<file path="config.mk">
export PLATFORM = sky130hd
export DESIGN_NAME = tx_uart
export DESIGN_NICKNAME = d
export VERILOG_FILES = /design/src/rtl/tx_uart.sv
export SDC_FILE = /design/constraint.sdc
export NUM_CORES = 1
export LEC_CHECK = 0
export ABC_CLOCK_PERIOD_IN_PS = 5500
export CAP_MARGIN = 0
export CORE_MARGIN = 4
export CORE_UTILIZATION = 38
export DETAILED_ROUTE_END_ITERATION = 6
export PLACE_DENSITY_LB_ADDON = 0.25
export SLEW_MARGIN = 20
export SYNTH_ARGS = -nofsm -noshare
export SYNTH_HDL_FRONTEND = slang
export SYNTH_SLANG_ARGS = --single-unit
</file>
<file path="constraint.sdc">
create_clock -name clk -period 5.5 [get_ports clk]
set_input_delay 1.375 -clock clk [delete_from_list [all_inputs] [get_ports clk]]
set_output_delay 1.375 -clock clk [all_outputs]
set_load 0.01 [all_outputs]
</file>
<file path="src/rtl/tx_uart.sv">
// tx_uart: 8N1 serial transmitter with start/ready handshake.
// Define TX_UART_PARITY_EN for 8E1 framing (even parity bit after DATA).
module tx_uart #(
  parameter int CLKS_PER_BIT = 1,
  parameter int STOP_BITS    = 1
) (
  input  logic       clk,
  input  logic       rst_tx,
  input  logic [7:0] data_tx,
  input  logic       tx_start,
  output logic       tx_ready,
  output logic       out_serial_tx,
  output logic       tx_done
);

  typedef enum logic [2:0] {
    S_IDLE,
    S_START,
    S_DATA,
`ifdef TX_UART_PARITY_EN
    S_PARITY,
`endif
    S_STOP
  } state_t;

  localparam logic [15:0] LP_TC    = 16'(CLKS_PER_BIT - 1);
  localparam logic        LP_SLAST = 1'(STOP_BITS - 1);

  state_t      r_state;
  logic [15:0] r_baud;
  logic [2:0]  r_idx;
  logic        r_stop;
  logic [7:0]  r_shift;
  logic        r_line;
  logic        r_ready;
  logic        r_done;
`ifdef TX_UART_PARITY_EN
  logic        r_par;
`endif

  logic w_tick;
  assign w_tick = (r_baud == LP_TC);

  always_ff @(posedge clk or negedge rst_tx) begin
    if (!rst_tx) begin
      r_state <= S_IDLE;
      r_baud  <= '0;
      r_idx   <= '0;
      r_stop  <= 1'b0;
      r_shift <= '0;
      r_line  <= 1'b1;
      r_ready <= 1'b1;
      r_done  <= 1'b0;
`ifdef TX_UART_PARITY_EN
      r_par   <= 1'b0;
`endif
    end else begin
      r_done <= 1'b0;
      if (r_state == S_IDLE || w_tick)
        r_baud <= '0;
      else
        r_baud <= r_baud + 16'd1;

      unique case (r_state)
        S_IDLE: begin
          if (tx_start) begin
            r_state <= S_START;
            r_shift <= data_tx;
            r_line  <= 1'b0;
            r_ready <= 1'b0;
`ifdef TX_UART_PARITY_EN
            r_par   <= ^data_tx;
`endif
          end
        end
        S_START: begin
          if (w_tick) begin
            r_state <= S_DATA;
            r_idx   <= '0;
            r_line  <= r_shift[0];
            r_shift <= r_shift >> 1;
          end
        end
        S_DATA: begin
          if (w_tick) begin
            if (r_idx == 3'd7) begin
`ifdef TX_UART_PARITY_EN
              r_state <= S_PARITY;
              r_line  <= r_par;
`else
              r_state <= S_STOP;
              r_line  <= 1'b1;
              r_stop  <= 1'b0;
`endif
            end else begin
              r_idx   <= r_idx + 3'd1;
              r_line  <= r_shift[0];
              r_shift <= r_shift >> 1;
            end
          end
        end
`ifdef TX_UART_PARITY_EN
        S_PARITY: begin
          if (w_tick) begin
            r_state <= S_STOP;
            r_line  <= 1'b1;
            r_stop  <= 1'b0;
          end
        end
`endif
        S_STOP: begin
          if (w_tick) begin
            if (r_stop == LP_SLAST) begin
              r_done <= 1'b1;
              // A request on the final edge chains the next frame with no gap.
              if (tx_start) begin
                r_state <= S_START;
                r_shift <= data_tx;
                r_line  <= 1'b0;
                r_ready <= 1'b0;
`ifdef TX_UART_PARITY_EN
                r_par   <= ^data_tx;
`endif
              end else begin
                r_state <= S_IDLE;
                r_line  <= 1'b1;
                r_ready <= 1'b1;
              end
            end else begin
              r_stop <= r_stop + 1'b1;
            end
          end
        end
        default: begin
          r_state <= S_IDLE;
          r_line  <= 1'b1;
          r_ready <= 1'b1;
        end
      endcase
    end
  end

  assign out_serial_tx = r_line;
  assign tx_ready      = r_ready;
  assign tx_done       = r_done;

endmodule

</file>
# [Yosys cells after proc, flatten, opt, wreduce, memory -nomap -nowiden]
# Index checks and enable logic that the tools add are counted.
[totals] register_bits=34 latch_bits=0 mem_bits_rw=0 rom_bits=0 out_inout_bits=3 elab_cells=73 mem_count=0
[classes] n_addsub=3 n_mul=0 n_div=0 order_cmp=0 eq_ne=11 n_shift=0 mux=37 bitwise_logic=1 reduce_logical=13
[ops] op="2-to-1 mux 8 bit" count=6
[ops] op="case mux 8 bit (4 select lines)" count=1
[ops] op="2-to-1 mux 3 bit" count=9
[ops] op="adder 16 x 1 -> 16 bit (second input constant)" count=1
[ops] op="zero test 16 bit" count=1
[ops] op="2-to-1 mux 16 bit" count=1
[ops] op="2-to-1 mux 1 bit" count=15
[ops] op="!= test 2 bit (second input constant)" count=7
[ops] op="case mux 3 bit (4 select lines)" count=1
[ops] op="AND reduction 4 bit" count=3
[ops] op="AND reduction 6 bit" count=2
[ops] op="equality test 3 x 2 -> 1 bit (second input constant)" count=2
[ops] op="case mux 3 bit (2 select lines)" count=1
[ops] op="AND reduction 5 bit" count=1
[ops] op="case mux 1 bit (4 select lines)" count=1
[ops] op="nonzero test 2 bit" count=2
[ops] op="nonzero test 4 bit" count=1
[ops] op="adder 3 x 1 -> 3 bit (second input constant)" count=1
[ops] op="equality test 3 x 1 -> 1 bit (second input constant)" count=1
[ops] op="equality test 3 bit (second input constant)" count=1
[ops] op="zero test 3 bit" count=1
[ops] op="case mux 1 bit (3 select lines)" count=1
[ops] op="case mux 1 bit (2 select lines)" count=1
[ops] op="OR reduction 2 bit" count=1
[ops] op="3 further kinds" count=3

# [Logic depth before layout (Yosys ltp)]
[depth] ltp_word=4 mapped_depth=8 depth_no_buf=6

# [Worst setup path before layout]
# OpenSTA, ideal clock, no wires.
[synth_timing] path_type="in2reg" start="input port tx_start" end="register r_shift[0]" setup_time_ns=0.128 t_arrival_ns=2.152 t_required_ns=5.372 slack_ns=3.220 stages=3 path_cell_list="o21ai_0 > nor2_4 > mux2_1"
[synth_between] elab_chain_len=4
[synth_rtl] item="start: declaration" line="10" source="input logic tx_start,"
[synth_rtl] item="2-to-1 mux 8 bit *"
[synth_rtl] item="2-to-1 mux 8 bit (2 in a row)"
[synth_rtl] item="case mux 8 bit (4 select lines) *"
[synth_rtl] item="end signal: assignment" line="68" source="r_shift <= data_tx;"
[synth_rtl] item="end signal: assignment" line="81" source="r_shift <= r_shift >> 1;"
[synth_rtl] item="end signal: assignment" line="98" source="r_shift <= r_shift >> 1;"
[synth_rtl] item="end: declaration" line="33" source="logic [7:0] r_shift;"
# Every way passes the cells marked *; elsewhere a longest branch is shown, timed or not. The select of a mux whose other input is x is not followed.
# A chain may end at the register's enable or synchronous reset.

# [Worst setup path after layout]
[layout_timing] start="register r_line (netlist: out_serial_tx)" end="output port out_serial_tx"
[layout_lines] item="start: declaration" line="34" source="logic r_line;"
[layout_lines] item="start signal: assignment" line="80" source="r_line <= r_shift[0];"
[layout_lines] item="start signal: assignment" line="97" source="r_line <= r_shift[0];"
[layout_lines] item="end: declaration" line="12" source="output logic out_serial_tx,"
# No word-level cell between the ends.

==> impl_metrics.tcl <==
set metrics [dict create \
    die-width_um 76.7 \
    grt_pass1_wl_um 6200 \
    synth_cells 166 \
    dieArea_sq_mm 0.00589 \
    cts.sinks 32 \
    cts-root-buf "clkbuf_8" \
    hold_viol 0 \
    drc 0 \
    grt.total_usage_pct 13.2 \
    worstHoldPathCells 1 \
    ant_nets 0 \
    gp_congestion 0.786 \
    hold_buffers 0 \
    placementRows 24 \
    hpwl_um 2550 \
    first_pass_iters 4 \
    total_power_uw 860 \
    cts_resized 0 \
    fill_cells 427 \
    finalNonFillerCells 236 \
    fin_crit_sh_pct 49.9 \
    slowest_delay_ns 0.55 \
    h-tree-depth 2 \
    cts_setup_buffers 0 \
    fin_area_sq_mm 0.00206 \
    maxCapViolations 0 \
    clock_path_buffers 2 \
    critPathBufInv 1 \
    worstSetupPathDepth 1 \
    criticalPathCategory "reg2out" \
    portBuffers 13 \
    synth_cell_type_count 41 \
    initial_core_util_pct 40.1 \
    path_clk_slew_ns 0.06 \
    die_h_um 76.7 \
    status "finished, final reports clean" \
    max-vdd-ir-drop_v 0.000242 \
    cts_made_buffers 5 \
    synth_seq_area_share_pct 44.8 \
    crit_required_ns 4.12 \
    dpl.cell_count 228 \
    synth_fp_nets 185 \
    worst_pin_slew_ns 0.609 \
    crit_family "buffers and inverters" \
    min_path_type "reg2reg" \
    grt.overflow.total 0 \
    hold_slack_ns 0.488 \
    slew_viol_final 0 \
    wl_per_cell_um 14.9 \
    drt_wl_total_um 3510 \
    crit_path_top_delay_cell "clkdlybuf4s50_1" \
    antenna_cells 0 \
    period_minus_slack_ns 2.75 \
    postPlaceCellArea_sq_mm 0.00198 \
    clock_latency_ns 0.28 \
    yosysWarnings 0 \
    vias 1282 \
    cp-end-kind "primary output" \
    core_area_sq_mm 0.00447 \
    startpoint_type "flip-flop" \
    synth-seq-cells 32 \
    pin_count 14 \
    drive_above_1_share_pct 15.2 \
    netlist_area_sq_mm 0.00179 \
    routed_via_density 5.43 \
    drt_iter0_markers 81 \
    cts_tree "yes" \
    syn2layout_area_growth_pct 14.9 \
    max_slew_margin_pct 59.4 \
    p_leak_uw 0.000843 \
    final_nets 202 \
    power_density_mw_per_mm2 417 \
    arrival_ns 1.37 \
    crit_chain "clkdlybuf4s50_1" \
    rsz0062_at_grt "false" \
    grt_pass1_vias 1326 \
    crit_fanout 2 \
    fmax_mhz 364 \
    finClkSkew_ns 0.00494 \
    final.setup.tns_ns 0 \
    setup_violations 0 \
    grt_antenna_before_repair 0 \
    syn-mean-instance-area_sq_um 10.8 \
    grt_start_max_net_pins 33 \
    reg2reg_depth 5 \
]
==> power by group <==
group / total, uW / leakage, uW / internal [uW] / switching, uW
registers: 338 / 0.000416 / 301 / 36.4
logic: 349 / 0.000384 / 187 / 162
clock network: 173 / 0.0000422 / 88.7 / 84.3
==> Yosys cell counts, drive strengths merged <==
| library cell | instances | area, sq um |
|---|---|---|
| a22o | 2 | 17.5 |
| nor2 | 18 | 75.1 |
| xor2 | 6 | 52.6 |
| mux2 | 16 | 180 |
| a21oi | 3 | 18.8 |
| nand3 | 8 | 40.0 |
| buf | 2 | 10.0 |
| clkbuf | 2 | 7.51 |
| dfstp | 2 | 52.6 |
| or3 | 2 | 12.5 |
| nor3 | 5 | 25.0 |
| and4 | 2 | 17.5 |
| or4 | 1 | 11.3 |
| o311ai | 1 | 8.76 |
| or2 | 2 | 15.0 |
| nand2 | 7 | 26.3 |
| o2111ai | 1 | 8.76 |
| nand4 | 6 | 52.6 |
| o41ai | 1 | 8.76 |
| ha | 8 | 100 |
| nor3b | 2 | 25.0 |
| o31ai | 1 | 7.51 |
| inv | 9 | 33.8 |
| nand2b | 4 | 25.0 |
| mux2i | 1 | 10.0 |
| a41oi | 1 | 16.3 |
| o22a | 1 | 8.76 |
| nor2b | 1 | 6.26 |
| nor4 | 4 | 61.3 |
| xnor2 | 5 | 43.8 |
| and3 | 1 | 6.26 |
| o21ai | 10 | 50.1 |
| a211o | 1 | 8.76 |
| dfrtp | 30 | 751 |
==> flip-flops by register name (all words and copies together), names as in the netlist <==
| name | count |
|---|---|
| out_serial_tx | 1 |
| r_baud | 16 |
| r_idx | 3 |
| r_shift | 8 |
| r_state | 2 |
| tx_done | 1 |
| tx_ready | 1 |
==> placed cells by master (no fill, tap or decap), drive strengths merged <==
cell type / instances
ha: 8
nand3: 8
mux2i: 1
clkbuf: 7
and4: 2
inv: 9
nand2: 7
nor3b: 2
nor2: 18
o41ai: 1
clkinv: 1
clkdlybuf4s50: 13
a211o: 1
buf: 1
dfrtp: 30
a41oi: 1
o2111ai: 1
dfstp: 2
nor4: 4
nor3: 5
or2: 2
nor2b: 1
a21oi: 3
xor2: 6
o311ai: 1
xnor2: 5
o21ai: 10
o31ai: 1
nand2b: 4
or3: 2
o22a: 1
a22o: 2
and3: 1
or4: 1
mux2: 16
nand4: 6
==> logic make-up (layout without fill, tap and decap cells) <==
family	after synthesis	count (layout)	share of synthesized area [%]
AO/OA/AOI/OAI	22	22	8.58
XOR/XNOR	11	11	5.37
adder cells (fa/ha/maj)	8	8	5.58
buffers and inverters	13	31	2.86
flip-flops	32	32	44.8
multiplexers	17	17	10.6
AND/OR/NAND/NOR	63	63	22.2
==> area by class of cell <==
| type | count | area, sq um | share of cell area (%) |
|---|---|---|---|
| clock inverter | 1 | 5.00 | 0.243 |
| tap | 52 | 65.1 | 3.16 |
| clock buffer | 7 | 76.3 | 3.70 |
| multi-input combinational | 121 | 940 | 45.6 |
| inverter | 9 | 33.8 | 1.64 |
| timing repair buffer | 14 | 138 | 6.68 |
| sequential | 32 | 803 | 39.0 |
==> through the flow <==
stage               worst slack (ns)  utilization (%)
global route                    2.73             46.1
floorplan                       3.22                -
finish                          2.75             46.1
global placement                2.63             44.2
detailed placement              2.58             44.2
CTS                             2.73             46.1
==> routing by layer <==
metal	wire, um	track usage [%]	vias to the layer above
li1	-	-	619
met5	0	0	-
met2	1720	22.3	24
met1	1620	15.5	635
met3	146	3.75	4
met4	26	5.98	0
==> path summary, 6_finish.rpt <==
path                          startpoint             to  slack, ns
setup reg to reg              r_state[0]     r_shift[2]       3.42
hold reg to reg               r_shift[3]     r_shift[3]       0.49
max in group asynchronous         rst_tx       tx_ready       3.68
hold / removal                r_shift[3]     r_shift[3]       0.49
setup / recovery           out_serial_tx  out_serial_tx       2.75
min in group asynchronous         rst_tx     r_baud[13]       1.49
(Power assumes the default switching activity.)
==> edit, RTL diff (same settings) <==
Build with the macro `TX_UART_PARITY_EN` defined.
--- a/src/rtl/tx_uart.sv
+++ b/src/rtl/tx_uart.sv
@@ -1,5 +1,7 @@
 // tx_uart: 8N1 serial transmitter with start/ready handshake.
 // Define TX_UART_PARITY_EN for 8E1 framing (even parity bit after DATA).
+`define TX_UART_PARITY_EN
+
 module tx_uart #(
   parameter int CLKS_PER_BIT = 1,
   parameter int STOP_BITS    = 1
Formal check against the unedited RTL: no difference found for any inputs over 10 cycles, from zero or initial values and one cycle with rst_tx low; that may be too few to reach the edited logic, so the function may still have changed.
==> edit against the original RTL <==
Routed wire length shrank 2.6%. Global-route usage is 0.47 points lower. Setup slack got worse by 0.053 ns. Clock skew grew 0.0016 ns. Critical path depth rose by 6. Area after synthesis is 0.14% lower. Final area is 0.42% higher. Power is 1.5% higher. Sequential cell count grew 2. Largest power group is now sequential cells.
==> edit: results (changes against the original RTL) <==
[run_status]
status=complete, no violations  ; unchanged

[worst_hold_path]
whs_path_depth=2  ; was 1
hold_path.class=reg2reg  ; unchanged
holdPathEnd=r_idx[2]  ; was r_shift[3]
hp-start=r_idx[2]  ; was r_shift[3]

[place]
hpwl_mm=2.439  ; was 2.547 mm
place_area_um2=1978  ; was 1979 um2
gp_congestion=0.7979  ; was 0.7862

[drt]
detail_route.vias_per_cell=5.168  ; was 5.432
drt-initial-drc-count=66  ; was 81
wl_mm=3.422  ; was 3.514 mm
wl_met1_mm=1.540  ; was 1.620 mm
dr_wl_met3_um=125  ; was 146 um
dr.max_layer_used=met4  ; unchanged
dr_wl_met2_mm=1.681  ; was 1.720 mm

[synthesis]
synth_cell_types=31  ; was 41
netlist_top_cells_count=dfrtp_1, nor2_1, nand2_1  ; was dfrtp_1, nor2_1, o21ai_0
seq_area_frac_synth_pct=47.63  ; was 44.77%
syn-num-nets=189  ; was 185
synthTopCellsByArea=dfrtp_1, xnor2_1, mux2_4, mux2_2, nor2_1  ; was dfrtp_1, ha_1, mux2_1, mux2_2, nor2_1
synthArstFlopShare_pct=100.0  ; unchanged

[worst_setup_path]
r2r-end=r_shift[4]  ; was r_shift[2]
slowest_delay_ns=0.45  ; was 0.55 ns
critPathTopFamily=simple AND/OR/NAND/NOR gates  ; was buffers and inverters
critical_path_arrival_ns=2.97  ; was 1.37 ns
crit_path_max_fanout=8  ; was 2
worstReg2RegStart=r_baud[0]  ; was r_state[0]
regToRegSetupSlack_ns=2.70  ; was 3.42 ns
path_class=reg2reg  ; was reg2out
slowest_stage=or3b_2  ; was clkdlybuf4s50_1

[power_and_ir_drop]
p_clk_w=0.000191  ; was 0.000173 W
p_switching_w=0.0002739  ; was 0.0002828 W
leakage_nw=0.8821  ; was 0.8427 nW
powerSeq_w=0.000358  ; was 0.000338 W
ir_worst_vdd_uv=185.3  ; was 242.2 uV

[cells_and_area]
drive_gt1_share_pct=15.63  ; was 15.22%
top_regs=r_baud x16, r_shift x8  ; was r_baud x16, r_shift x8, r_idx x3
fill_cells=415  ; was 427
diodes=0  ; unchanged

[timing]
fin_worst_skew_ns=0.006553  ; was 0.004943 ns
worst_pin_slew_ns=0.8094  ; was 0.6094 ns

[global_route]
grt_pass1_wl_mm=5.968  ; was 6.196 mm
grt_pass1_vias=1309  ; was 1326
grt_max_degree=35  ; was 33
grt.total_usage_pct=12.73  ; was 13.20%

==> edit: cell count changes after synthesis, moves of 3 or more <==
cell and change:
or4_1 +4, mux2_4 +8, xnor2_1 +10, nor2_1 +5, nand3_1 -3, inv_1 -3, nand4_1 -4, a21oi_1 +5
ha_1 -4, nand2_1 +10, mux2_1 -8
==> edit: area by class of cell <==
type	count	share of cell area (%)
clock buffers	7	4.172
clock inverters	1	0.2418
inverters	6	1.088
multi-input cells	130	43.47
flip-flops and latches	34	41.23
well taps	52	3.144
repair buffers	14	6.651
==> edit: per-stage QoR <==
stage	cells	hold slack (ns)	worst slack, ns	total power (W)	util, %
after global routing	244	0.5243	2.522	0.0009301	46.57
final	244	0.4911	2.702	0.0008728	46.57
after detailed placement	236	0.4873	2.672	0.0006886	44.51
after CTS	244	0.5021	2.744	0.0008831	46.57
after floorplan	174	0.4538	3.067	0.0006079	-
after global placement	236	0.4698	2.698	0.0006720	44.51
==> edit: layer usage <==
| metal | GRT usage [%] | up-vias |
|---|---|---|
| met5 | 0 | - |
| met4 | 6.884 | 0 |
| met3 | 3.513 | 8 |
| met2 | 20.21 | 20 |
| met1 | 15.64 | 612 |
| li1 | - | 621 |
==> edit: cell families (layout without fill, tap and decap cells) <==
group,count (synthesis),after routing,share of synthesized area (%)
AND/OR/NAND/NOR,68,68,18.30
flip-flops,34,34,47.63
buffers and inverters,10,28,2.164
XOR/XNOR,21,21,10.27
multiplexers,16,16,11.73
adder cells (fa/ha/maj),4,4,2.793
AO/OA/AOI/OAI,21,21,7.123
==> edit: worst reg2reg max path, cell delays in order, from the launching register on <==
cell      delay, ns
dfrtp_1        0.44
inv_1          0.08
ha_1           0.14
or3b_2         0.45
nor4_1         0.45
nand2_1        0.33
a21boi_4       0.45
mux2_4         0.34
